==> src/rtl/tagged_msg_pkg.sv <==
// Shared types for the tagged-union message link: tag encoding, the packed
// message layout, per-tag payload length and the receiver state encoding.
package tagged_msg_pkg;

  // Longest payload any tag can carry (TAG_LONG).
  localparam int LONG_BYTES = 8;

  // Payload width of the reference message layout.
  localparam int MSG_PAYLOAD_BYTES = 8;

  typedef enum logic [1:0] {
    TAG_NONE = 2'd0,
    TAG_BYTE = 2'd1,
    TAG_INT  = 2'd2,
    TAG_LONG = 2'd3
  } tag_e;

  typedef struct packed {
    tag_e                             tag;
    logic [8*MSG_PAYLOAD_BYTES-1:0]   payload;
  } msg_t;

  typedef enum logic [1:0] {
    ST_IDLE    = 2'd0,
    ST_PAYLOAD = 2'd1,
    ST_CHECK   = 2'd2,
    ST_HOLD    = 2'd3
  } state_e;

  // Number of payload bytes that follow a tag byte.
  function automatic logic [3:0] payload_len(input tag_e tag);
    case (tag)
      TAG_NONE: payload_len = 4'd0;
      TAG_BYTE: payload_len = 4'd1;
      TAG_INT:  payload_len = 4'd4;
      default:  payload_len = 4'd8;
    endcase
  endfunction

endpackage

==> src/rtl/tagged_msg_err_counter.sv <==
// Saturating counter of dropped frames; advances once per err_pulse cycle
// and sticks at all-ones.
module tagged_msg_err_counter #(
  parameter int ERR_CNT_W = 8
) (
  input  logic                 clk,
  input  logic                 rst_n,
  input  logic                 err_pulse,
  output logic [ERR_CNT_W-1:0] count
);

  // Count dropped frames, holding at the maximum value.
  // NOTE: sequential state uses non-blocking assignments so every flop samples pre-edge values.
  always_ff @(posedge clk or negedge rst_n) begin
    if (!rst_n) begin
      count <= '0;
    end else if (err_pulse && (count != '1)) begin
      count <= count + 1'b1;
    end
  end

endmodule

==> src/rtl/tagged_msg_deserializer.sv <==
// Receive side of the tagged-union message link. Rebuilds one packed
// {tag, payload} message from a byte stream, holds it on a valid/ready
// output, and drops/counts malformed frames.
// Optional build macro TAGGED_MSG_CHECKSUM_EN: each frame carries a trailing
// XOR checksum byte that is verified before the message is presented.
module tagged_msg_deserializer
  import tagged_msg_pkg::*;
#(
  parameter int MAX_PAYLOAD_BYTES = 8,
  parameter int ERR_CNT_W         = 8
) (
  input  logic                           clk,
  input  logic                           rst_n,
  input  logic                           in_valid,
  output logic                           in_ready,
  input  logic [7:0]                     in_data,
  output logic                           out_valid,
  input  logic                           out_ready,
  output logic [2+8*MAX_PAYLOAD_BYTES-1:0] out_msg,
  output logic                           err_pulse,
  output logic [ERR_CNT_W-1:0]           err_count
);

`ifdef TAGGED_MSG_CHECKSUM_EN
  localparam bit CSUM_EN = 1'b1;
`else
  localparam bit CSUM_EN = 1'b0;
`endif

  localparam int PW = 8 * MAX_PAYLOAD_BYTES;

  state_e          state_q, state_d;
  tag_e            tag_q, tag_d;
  logic [PW-1:0]   payload_q, payload_d;
  logic [2:0]      idx_q, idx_d;
  logic [7:0]      csum_q, csum_d;
  logic            err_q, err_d;
  logic            accept;
  logic            tag_accept;
  logic            last_byte;

  assign accept     = in_valid && in_ready;
  // A tag byte arrives either in IDLE or in the HOLD handshake cycle.
  assign tag_accept = accept && ((state_q == ST_IDLE) || (state_q == ST_HOLD));
  assign last_byte  = ({1'b0, idx_q} == (payload_len(tag_q) - 4'd1));

  assign out_valid = (state_q == ST_HOLD);
  assign out_msg   = {tag_q, payload_q};
  assign err_pulse = err_q;

  // Input readiness: always open except while a message waits for its consumer.
  always_comb begin
    in_ready = 1'b1;
    if (state_q == ST_HOLD) begin
      in_ready = out_ready;
    end
  end

  // Next-state and datapath updates for frame assembly.
  // NOTE: every always_comb target gets a default first so no latch is inferred.
  always_comb begin
    state_d   = state_q;
    tag_d     = tag_q;
    payload_d = payload_q;
    idx_d     = idx_q;
    csum_d    = csum_q;
    err_d     = 1'b0;

    case (state_q)
      ST_PAYLOAD: begin
        if (accept) begin
          for (int i = 0; i < LONG_BYTES; i++) begin
            if (idx_q == 3'(i)) begin
              payload_d[8*i +: 8] = in_data;
            end
          end
          csum_d = csum_q ^ in_data;
          idx_d  = idx_q + 3'd1;
          if (last_byte) begin
            state_d = CSUM_EN ? ST_CHECK : ST_HOLD;
          end
        end
      end
      ST_CHECK: begin
        if (accept) begin
          if (in_data == csum_q) begin
            state_d = ST_HOLD;
          end else begin
            err_d   = 1'b1;
            state_d = ST_IDLE;
          end
        end
      end
      ST_HOLD: begin
        if (out_ready) begin
          state_d = ST_IDLE;
        end
      end
      default: ;
    endcase

    // Tag byte handling shared by IDLE and the back-to-back HOLD handshake.
    if (tag_accept) begin
      if (in_data[7:2] != 6'd0) begin
        err_d   = 1'b1;
        state_d = ST_IDLE;
      end else begin
        tag_d     = tag_e'(in_data[1:0]);
        payload_d = '0;
        idx_d     = 3'd0;
        csum_d    = in_data;
        if (payload_len(tag_e'(in_data[1:0])) == 4'd0) begin
          state_d = CSUM_EN ? ST_CHECK : ST_HOLD;
        end else begin
          state_d = ST_PAYLOAD;
        end
      end
    end
  end

  // Frame assembly registers; reset discards any partial frame silently.
  always_ff @(posedge clk or negedge rst_n) begin
    if (!rst_n) begin
      state_q   <= ST_IDLE;
      tag_q     <= TAG_NONE;
      payload_q <= '0;
      idx_q     <= 3'd0;
      csum_q    <= 8'd0;
      err_q     <= 1'b0;
    end else begin
      state_q   <= state_d;
      tag_q     <= tag_d;
      payload_q <= payload_d;
      idx_q     <= idx_d;
      csum_q    <= csum_d;
      err_q     <= err_d;
    end
  end

  tagged_msg_err_counter #(
    .ERR_CNT_W (ERR_CNT_W)
  ) u_err_counter (
    .clk       (clk),
    .rst_n     (rst_n),
    .err_pulse (err_q),
    .count     (err_count)
  );

endmodule

==> config.mk <==
export PLATFORM = sky130hd
export DESIGN_NAME = tagged_msg_deserializer
export DESIGN_NICKNAME = d
export VERILOG_FILES = /design/src/rtl/tagged_msg_pkg.sv /design/src/rtl/tagged_msg_err_counter.sv /design/src/rtl/tagged_msg_deserializer.sv
export SDC_FILE = /design/constraint.sdc
export NUM_CORES = 1
export LEC_CHECK = 0
export ABC_CLOCK_PERIOD_IN_PS = 2500
export CORE_MARGIN = 2
export CORE_UTILIZATION = 25
export DETAILED_ROUTE_END_ITERATION = 6
export GPL_ROUTABILITY_DRIVEN = 0
export PLACE_DENSITY_LB_ADDON = 0.3
export SYNTH_ARGS = -nofsm -noshare
export SYNTH_HDL_FRONTEND = slang
export SYNTH_SLANG_ARGS = --single-unit
==> constraint.sdc <==
create_clock -name clk -period 2.5 [get_ports clk]
set_input_delay 0.5 -clock clk [delete_from_list [all_inputs] [get_ports clk]]
set_output_delay 0.5 -clock clk [all_outputs]
set_load 0.01 [all_outputs]
# After elaboration in Yosys (flattened, before gate mapping)
# Cells that the tools add are included.
dict set report word_totals {
  n_memories 0
  rom_bits 0
  in_bits 12
  register_bits 88
  latchBits 0
  ram_bits 0
}
dict set report classes {
  bitwise_logic 2
  n_shift 0
  add_sub_neg 3
  n_reduce_logical 13
  order_cmp 0
  n_div 0
  eq_ne 21
  multipliers 0
  mux 39
}
# op n
set ops {}
lappend ops {{64-bit two-way mux} 4}
lappend ops {{8-bit two-way mux} 12}
lappend ops {{4-bit one-hot mux with 3 select lines} 2}
lappend ops {{2-bit two-way mux} 8}
lappend ops {{3-bit == test (second input constant)} 4}
lappend ops {{3-bit two-way mux} 4}
lappend ops {{3-bit inequality test (second input constant)} 3}
lappend ops {{8-bit by 1-bit adder with 8-bit output (second input constant)} 1}
lappend ops {{2-bit == test (second input constant)} 4}
lappend ops {{8-bit == test} 1}
lappend ops {{4-bit two-way mux} 2}
lappend ops {{8-bit inequality test (second input constant)} 1}
lappend ops {{8-bit bitwise XOR} 1}
lappend ops {{2-bit by 1-bit == test with 1-bit output (second input constant)} 3}
lappend ops {{3-bit by 2-bit == test with 1-bit output (second input constant)} 2}
lappend ops {{2-bit zero test} 3}
lappend ops {{1-bit two-way mux} 6}
lappend ops {{2-bit one-hot mux with 3 select lines} 1}
lappend ops {{6-bit nonzero test} 1}
lappend ops {{5-bit AND reduction} 1}
lappend ops {{3-bit by 4-bit == test with 1-bit output} 1}
lappend ops {{4-bit zero test} 1}
lappend ops {{4-bit nonzero test} 1}
lappend ops {{4-bit by 1-bit subtractor with 4-bit output (second input constant)} 1}
lappend ops {{other kinds (8)} 10}

# Depth between registers and ports, before layout
# Gate-level depths: netlist of run 1.
dict set report depth {
  word_depth 9
  depth_mapped 10
  mapped_depth_nobuf 7
}

# Hierarchy
# From an unflattened synthesis of run 1, not the netlist that was laid out.
dict set report unflattened {
  cells_unflattened 387
  area_unflattened_um2 4147.7
}
# mod seq_area_each_um2 area_each_um2 n_inst cells_each
set by_module_without_submodules {}
lappend by_module_without_submodules {tagged_msg_deserializer 2001.9 3739.8 1 353}
lappend by_module_without_submodules {tagged_msg_err_counter 200.2 407.9 1 34}

# Worst setup path before layout of run 1
# OpenSTA, ideal clock, no wires.
dict set report synth_timing {
  path_kind {register to register}
  start {register state_q[0]}
  end {register payload_q[10]}
  arrival_time_ns 1.614
  slack_ns 0.765
  period_less_slack_ns 1.735
  n_path_buf 2
  path_stages_with_launch 9
  setup_ns 0.121
  path_cell_list {dfrtp_1 > ha_1 > nand2b_1 > buf_6 > and3_4 > buf_6 > nand3_2 > mux2i_1 > nor2_1}
}
dict set report synth_via {
  elab_chain_cells 7
  elab_cells_between_ends 11
}
# item line
set synth_lines {}
lappend synth_lines {{start, declared} tagged_msg_deserializer.sv:32} ;# state_e state_q, state_d;
lappend synth_lines {{start signal, assigned} tagged_msg_deserializer.sv:131} ;# state_q <= state_d;
lappend synth_lines {{2-bit == test (*)} -}
lappend synth_lines {{named net out_valid} tagged_msg_deserializer.sv:17} ;# output logic out_valid,
lappend synth_lines {{1-bit two-way mux (*)} tagged_msg_deserializer.sv:54} ;# if (state_q == ST_HOLD) begin
lappend synth_lines {{named net in_ready} tagged_msg_deserializer.sv:15} ;# output logic in_ready,
lappend synth_lines {{1-bit logical AND (*)} tagged_msg_deserializer.sv:42} ;# assign accept = in_valid && in_ready;
lappend synth_lines {{64-bit two-way mux} tagged_msg_deserializer.sv:71} ;# if (accept) begin
lappend synth_lines {{64-bit two-way mux} tagged_msg_deserializer.sv:69} ;# case (state_q)
lappend synth_lines {{64-bit two-way mux} tagged_msg_deserializer.sv:104} ;# if (in_data[7:2] != 6'd0) begin
lappend synth_lines {{64-bit two-way mux (*)} tagged_msg_deserializer.sv:103} ;# if (tag_accept) begin
lappend synth_lines {{named net payload_d[10]} tagged_msg_deserializer.sv:34} ;# logic [PW-1:0] payload_q, payload_d;
lappend synth_lines {{end signal, assigned} tagged_msg_deserializer.sv:133} ;# payload_q <= payload_d;
lappend synth_lines {{end, declared} tagged_msg_deserializer.sv:34}
# Mark *: on every way through the listed nets, which the timed path passes. The rest lies on a longest branch.
# A chain may end at the register's enable or synchronous reset.

# Worst setup path in the final report of run 1
dict set report layout_timing {
  start {register state_q[0]}
  end {output in_ready}
}
dict set report layout_via {
  elab_chain_cells 2
}
# item line
set layout_lines {}
lappend layout_lines {{2-bit == test} tagged_msg_deserializer.sv:54}
lappend layout_lines {{1-bit two-way mux} tagged_msg_deserializer.sv:54}
lappend layout_lines {{end, declared} tagged_msg_deserializer.sv:15}
# Every way passes these cells.

==> key figures, run 1 <==
Timing
  • Tightest Pin Transition: 0.591 ns
  • Final worst path period share: approximately 90%
  • Total negative setup slack: 0 ns
  • Setup Skew: 0.00604 ns
  • RSZ-0062 raised after global routing: false
  • Final setup viols: 0
  • Max frequency: between 0.4 and 0.5 GHz
  • Min Tclk post-route: 2.20 ns
  • Count of final hold-check violations: 0
  • Slew Limit Fails: 0
  • Slew Limit Headroom: 60.6%
  • Setup WS post-layout: 0.297 ns

Logic synthesis
  • Synth async-reset ratio: 100%
  • Largest family of logic cells by synthesized area: simple AND/OR/NAND/NOR gates
  • Synth Instances: 380
  • Synth Cell Area: 0.00410 sq mm
  • Syn Nets: 404
  • Post-synth EDFFs: 0
  • Synth Register Bits: 88
  • Synth Area in XOR/XNOR: 4.92%
  • Library cells used by synthesis: 34
  • Fraction of the mapped netlist area in adder cells: 3.67%
  • Mux share of post-synthesis cell area: 12.0%
  • Ys flop type: dfrtp_1
  • Synth top area cells: dfrtp_1 (54%), mux2i_1 (12%), nor2_1 (5.7%), ha_1 (3.7%), nand2_1 (3.2%)
  • Post-synthesis sequential area ratio: 53.8%
  • Synth top area share: between 50% and 60%
  • Synth Area in Compound Gates: 5.01%
  • Synth warnings: 0
  • Synth Area per Inst: 10.8 sq um
  • Simple-Gate Fraction of Synth Area: ~16%
  • Area leader, netlist: dfrtp_1

CTS
  • Hold buffers post-CTS: 0
  • CTS Buf Count: 9
  • CTS tree: yes
  • Clock transition at path regs: ~0.06 ns
  • Post CTS Setup Buffer Count: 0
  • Htree depth: 3
  • Root Driver: clkbuf_16
  • Post-CTS Resized: 0
  • Clk sink count: 88
  • Worst skew pair latency: 0.34 ns
  • Clk buf depth: 2

Worst setup path
  • Setup crit end kind: output pin
  • Slowest CP cell: clkdlybuf4s50_1
  • Critical path data required time: 2.00 ns
  • Buf+Inv Stages, Crit Path: 1
  • Crit path cell chain: ha_1 > nand2b_1 > clkdlybuf4s50_1
  • Critical path class: flip-flop to output pin
  • Crit-path leading delay family: buffers and inverters
  • Nature of the critical path startpoint: flip-flop
  • Critical-path maximum fanout: 4
  • Worst EP arrival: 1.70 ns
  • Worst R2R Setup Slack: 0.56 ns
  • Slowest Stage Delay on Critical Path: roughly 0.56 ns

Finish
  • Layout cells sized above 1: a little under a tenth
  • Layout Area Growth over Synthesis: 34.4%
  • Final #Nets: 492
  • Final cell count without fillers: 689
  • Fillers: 1,603
  • Antenna diodes: 0
  • Fin util: 34.5%

Power and ir drop
  • Sw Ratio: 34.4%
  • PwrDens: roughly 1100 mW/mm^2
  • Psw: 2.13 mW
  • Reg power frac: 39.2%
  • Logic pwr share: roughly 41%
  • Max VDD drop: 0.430 mV
  • Static leakage power: roughly 2.7 nW
  • Clock power frac: between 20 and 25%
  • Pint: 4.06 mW

Drt
  • DRC marker count from the first detailed-route iteration: 170
  • Post-route ant nets: 0
  • Pre-Repair DR Iteration Count: 4
  • DRC errors left: 0
  • Vias/cell: roughly 4.4
  • DR vias: 3,032
  • Drt wl/cell: 16.4 um
  • Routed WL: 11,300 um

Placement
  • Buffers on Ports: ~90
  • Placed Instances: 673
  • Pre-CTS WS: 0.251 ns
  • Detail Placement HPWL: 7520 um

Floorplanning
  • Die Wd: 132 um
  • Core area: between 0.015 and 0.02 sq mm
  • Full die area: 0.0174 sq mm
  • Row cnt: 46
  • I/O pin total: 89
  • Die span in y: 132 um
  • Initial cell density of the core: 25.7%

Global routing
  • Initial antenna violation count: 0
  • First-pass GRT wire length: 17,700 um
  • GRT Resource Usage Total: about 13%
  • Grt total ovfl: 0
  • Number of global-route vias before repair: 3,041
  • Pin count of the biggest net entering global routing: a little under 50

Flow run
  • Max Cap Viol: 0

Status
  • Status: complete, no violations

Hold path
  • HP Class: input pin to async pin
==> synthesized netlist by cell type (2+ instances only) <==
cell and n:
a211oi_1 2, a21oi_1 19, a21oi_2 2, a31oi_1 2, and3_1 2, and4_1 2, buf_1 2, buf_2 17
buf_4 2, buf_6 4, dfrtp_1 88, ha_1 12, inv_1 9, mux2i_1 48, nand2_1 35, nand2_2 2
nand2b_1 2, nand3_1 19, nand3_2 6, nand4_1 5, nor2_1 62, o21ai_0 5, xnor2_1 15, xor2_1 8
==> metrics by stage <==
step / power, mW / instance area, sq um / hold WS, ns
6_report: 6.20 / 5500 / 0.158
5_1_grt: 6.64 / 5500 / 0.191
4_1_cts: 6.30 / 5500 / 0.170
3_5_place_dp: 5.01 / 5240 / 0.496
3_3_place_gp: 4.94 / 5240 / 0.481
2_1_floorplan: 3.68 / 4100 / 0.204
==> cells in the final DEF, fill, tap and decap left out, drive strengths merged, types with 3 or more instances in the layout <==
| master | instances |
|---|---|
| a21oi | 21 |
| dfrtp | 88 |
| nand4 | 5 |
| and3 | 3 |
| nor2 | 62 |
| xor2 | 8 |
| buf | 15 |
| nand2 | 37 |
| ha | 12 |
| inv | 9 |
| a31oi | 3 |
| clkbuf | 13 |
| mux2i | 48 |
| o21ai | 5 |
| clkdlybuf4s50 | 87 |
| xnor2 | 15 |
| nand3 | 25 |
==> flip-flops by register name, indices dropped and copies added, names as in the netlist <==
register / count
tag_q: 2
csum_q: 8
idx_q: 3
payload_q: 64
err_pulse: 1
u_err_counter.count: 8
state_q: 2
==> final timing paths <==
check | cells after the start | startpoint | to
setup / recovery | 3 | state_q[0] | in_ready
hold / removal | 1 | rst_n | u_err_counter.count[5]
setup reg to reg | 7 | state_q[0] | payload_q[60]
hold reg to reg | 1 | u_err_counter.count[5] | u_err_counter.count[5]
max in group asynchronous | 2 | rst_n | csum_q[4]
min in group clk | 1 | u_err_counter.count[5] | u_err_counter.count[5]
==> power by group through the flow <==
stage	Combinational [mW]	Sequential [mW]	Clock (mW)
6_report	2.52	2.43	1.25
5_1_grt	2.76	2.51	1.37
4_1_cts	2.56	2.44	1.30
3_5_place_dp	2.55	2.45	0
3_3_place_gp	2.50	2.44	0
2_1_floorplan	1.12	2.56	0
==> logic make-up (layout without fill, tap and decap cells) <==
logic type,Yosys count,in the layout
AO/OA/AOI/OAI,33,33
AND/OR/NAND/NOR,141,141
flip-flops,88,88
buffers and inverters,34,127
adder cells (fa/ha/maj),12,12
XOR/XNOR,23,23
multiplexers,49,49
==> cell type report <==
cell class	count	area, sq um	area share, %
inverter	9	33.8	0.614
clock buffer	13	250	4.55
clock inverter	3	17.5	0.318
multi-input combinational	258	1710	31.0
tap	216	270	4.91
timing repair buffer	102	1020	18.6
sequential	88	2200	40.0
==> per-layer routing <==
layer  wire (um)  up-vias  track usage (%)  share of wire (%)
met5           0        -                0                  0
met4         118        0             3.80                1.0
met3         629       11             4.19                5.6
met2        5310       76             20.7                 47
met1        5240     1503             18.1                 46
li1            -     1442                -                  -
Power figures use the tool's default switching activity.
==> run 2: changes to the inputs <==
CELL_PAD_IN_SITES_DETAIL_PLACEMENT = 1   (was not set)
CELL_PAD_IN_SITES_GLOBAL_PLACEMENT = 1   (was not set)
==> run 2 against run 1 <==
Worst setup slack better by 0.027 ns. First-iteration DRC count shrank 28%. Sequential power hardly changed. Final cell count decreased by 0.15%. Core utilization rose by 0.14 points. Via count grew 0.23%. Combinational power rose by 2%. Clock-buffer cell count is 3 lower. Critical path type unchanged. Critical endpoint unchanged.
==> key figures, run 2 (same netlist as run 1, synthesis figures left out) <==
Finish
  • Layout Area Growth over Synthesis: 34.9%
  • Number of flip-flops in the largest register: 64
  • Largest regs: payload_q x64, csum_q x8, u_err_counter.count x8
  • Biggest register: payload_q
  • Final instance area: 0.00553 sq mm
  • Most frequent cells in the layout: dfrtp_1 (88), clkdlybuf4s50_1 (87), nor2_1 (62)
  • Fin util: about 35%
  • Layout cells sized above 1: 9.53%
  • Final #Nets: between 400 and 500
  • Antenna diodes: 0
  • Final cell count without fillers: 688
  • Most common cell after layout, fill and taps aside: dfrtp_1

Worst setup path
  • Crit-path leading delay family: buffers and inverters
  • Worst EP arrival: ~1.7 ns
  • Slowest Stage Delay on Critical Path: 0.55 ns
  • Buf+Inv Stages, Crit Path: 1
  • CP Launch Point: state_q[0]
  • Slowest CP cell: clkdlybuf4s50_1
  • R2R Path Start: tag_q[1]
  • Crit path cell chain: ha_1 > nand2b_1 > clkdlybuf4s50_1
  • Critical path class: flip-flop to output pin
  • Critical-path maximum fanout: 4
  • Nature of the critical path startpoint: flip-flop
  • Critical path data required time: around 2 ns
  • Setup crit end kind: output pin

Power and ir drop
  • Logic pwr share: between 40% and 50%
  • Static leakage power: 2.71 nW
  • Overall power: 6.37 mW
  • Pint: a little over 4 mW
  • Clock power frac: 21.6%
  • Psw: 2.22 mW
  • Sw Ratio: 34.9%
  • Reg power frac: 38.1%
  • PwrDens: 1150 mW/mm^2
  • Max VDD drop: 0.487 mV

Placement
  • Placed cell area: about 0.0052 sq mm
  • Detail Placement HPWL: 7950 um
  • Placed Instances: 672
  • Buffers on Ports: 88
  • Pre-CTS WS: 0.249 ns

CTS
  • Htree depth: 3
  • Clock transition at path regs: about 0.070 ns
  • Worst skew pair latency: roughly 0.35 ns
  • Post-CTS Resized: 0
  • CTS tree: yes
  • Root Driver: clkbuf_16
  • Clk buf depth: 2
  • Clk sink count: 88
  • Hold buffers post-CTS: 0
  • Post CTS Setup Buffer Count: 0
  • CTS Buf Count: 9

Timing
  • Total negative setup slack: 0 ns
  • Tightest Pin Transition: between 0.4 and 0.5 ns
  • Min Tclk post-route: roughly 2.2 ns
  • Slew Limit Headroom: 71.5%
  • Setup Skew: 0.00630 ns
  • Final setup viols: 0
  • Slew Limit Fails: 0
  • Setup WS post-layout: 0.324 ns
  • Max frequency: 0.460 GHz
  • Count of final hold-check violations: 0
  • RSZ-0062 raised after global routing: false
  • Hold slack: 0.0776 ns
  • Final worst path period share: 87.0%

Drt
  • DRC errors left: 0
  • Pre-Repair DR Iteration Count: 4
  • Post-route ant nets: 0
  • Routed WL: 11,900 um
  • DR vias: 3,039
  • Vias/cell: 4.42
  • DRC marker count from the first detailed-route iteration: ~120
  • Drt wl/cell: approximately 17 um

Floorplanning
  • Die span in y: 132 um
  • I/O pin total: 89
  • Die Wd: 132 um
  • Row cnt: 46
  • Core area: 0.0159 sq mm
  • Initial cell density of the core: about a quarter
  • Full die area: about 0.017 sq mm

Global routing
  • Initial antenna violation count: 0
  • GRT Resource Usage Total: 14.5%
  • First-pass GRT wire length: between 15,000 and 20,000 um
  • Number of global-route vias before repair: 3,367
  • Pin count of the biggest net entering global routing: 59
  • Grt total ovfl: 0

Status
  • Status: complete, no violations

Flow run
  • Max Cap Viol: 0

Hold path
  • HP Class: input pin to async pin
==> run 2: layout make-up <==
class | instances | area, sq um
inverter | 9 | 33.8
sequential | 88 | 2200
fill | 1788 | 10400
clock buffer | 10 | 229
clock inverter | 6 | 68.8
timing repair buffer | 101 | 1010
tap | 216 | 270
multi-input combinational | 258 | 1710
==> run 2: final timing paths <==
path | end | slack [ns] | depth (start not counted)
hold / removal | payload_q[14] | 0.08 | 1
setup reg to reg | state_q[1] | 0.60 | 7
min in group clk | u_err_counter.count[7] | 0.49 | 1
setup / recovery | in_ready | 0.32 | 3
max in group asynchronous | payload_q[10] | 1.73 | 2
hold reg to reg | u_err_counter.count[7] | 0.49 | 1
==> run 2: layer usage <==
metal,track usage [%],routed length (um),vias to the layer above
met1,18.4,5410,1511
met5,0,0,-
met4,5.31,180,0
li1,-,-,1442
met3,5.27,725,16
met2,22.7,5570,70
==> run 2: power by group through the flow <==
| stage | clock, mW | combinational [mW] | sequential, mW |
|---|---|---|---|
| 4_1_cts | 1.43 | 2.61 | 2.45 |
| 3_5_place_dp | 0 | 2.58 | 2.46 |
| 3_3_place_gp | 0 | 2.53 | 2.43 |
| 2_1_floorplan | 0 | 1.12 | 2.56 |
| 6_report | 1.38 | 2.56 | 2.43 |
| 5_1_grt | 1.49 | 2.84 | 2.53 |
==> run 2: worst reg2reg max path, stage by stage (launching register included) <==
cell and delay [ns]:
dfrtp_1 0.40, inv_1 0.11, ha_1 0.17, or3b_1 0.34, a211oi_1 0.32, o221a_2 0.30, nor2_1 0.05, a31oi_1 0.14
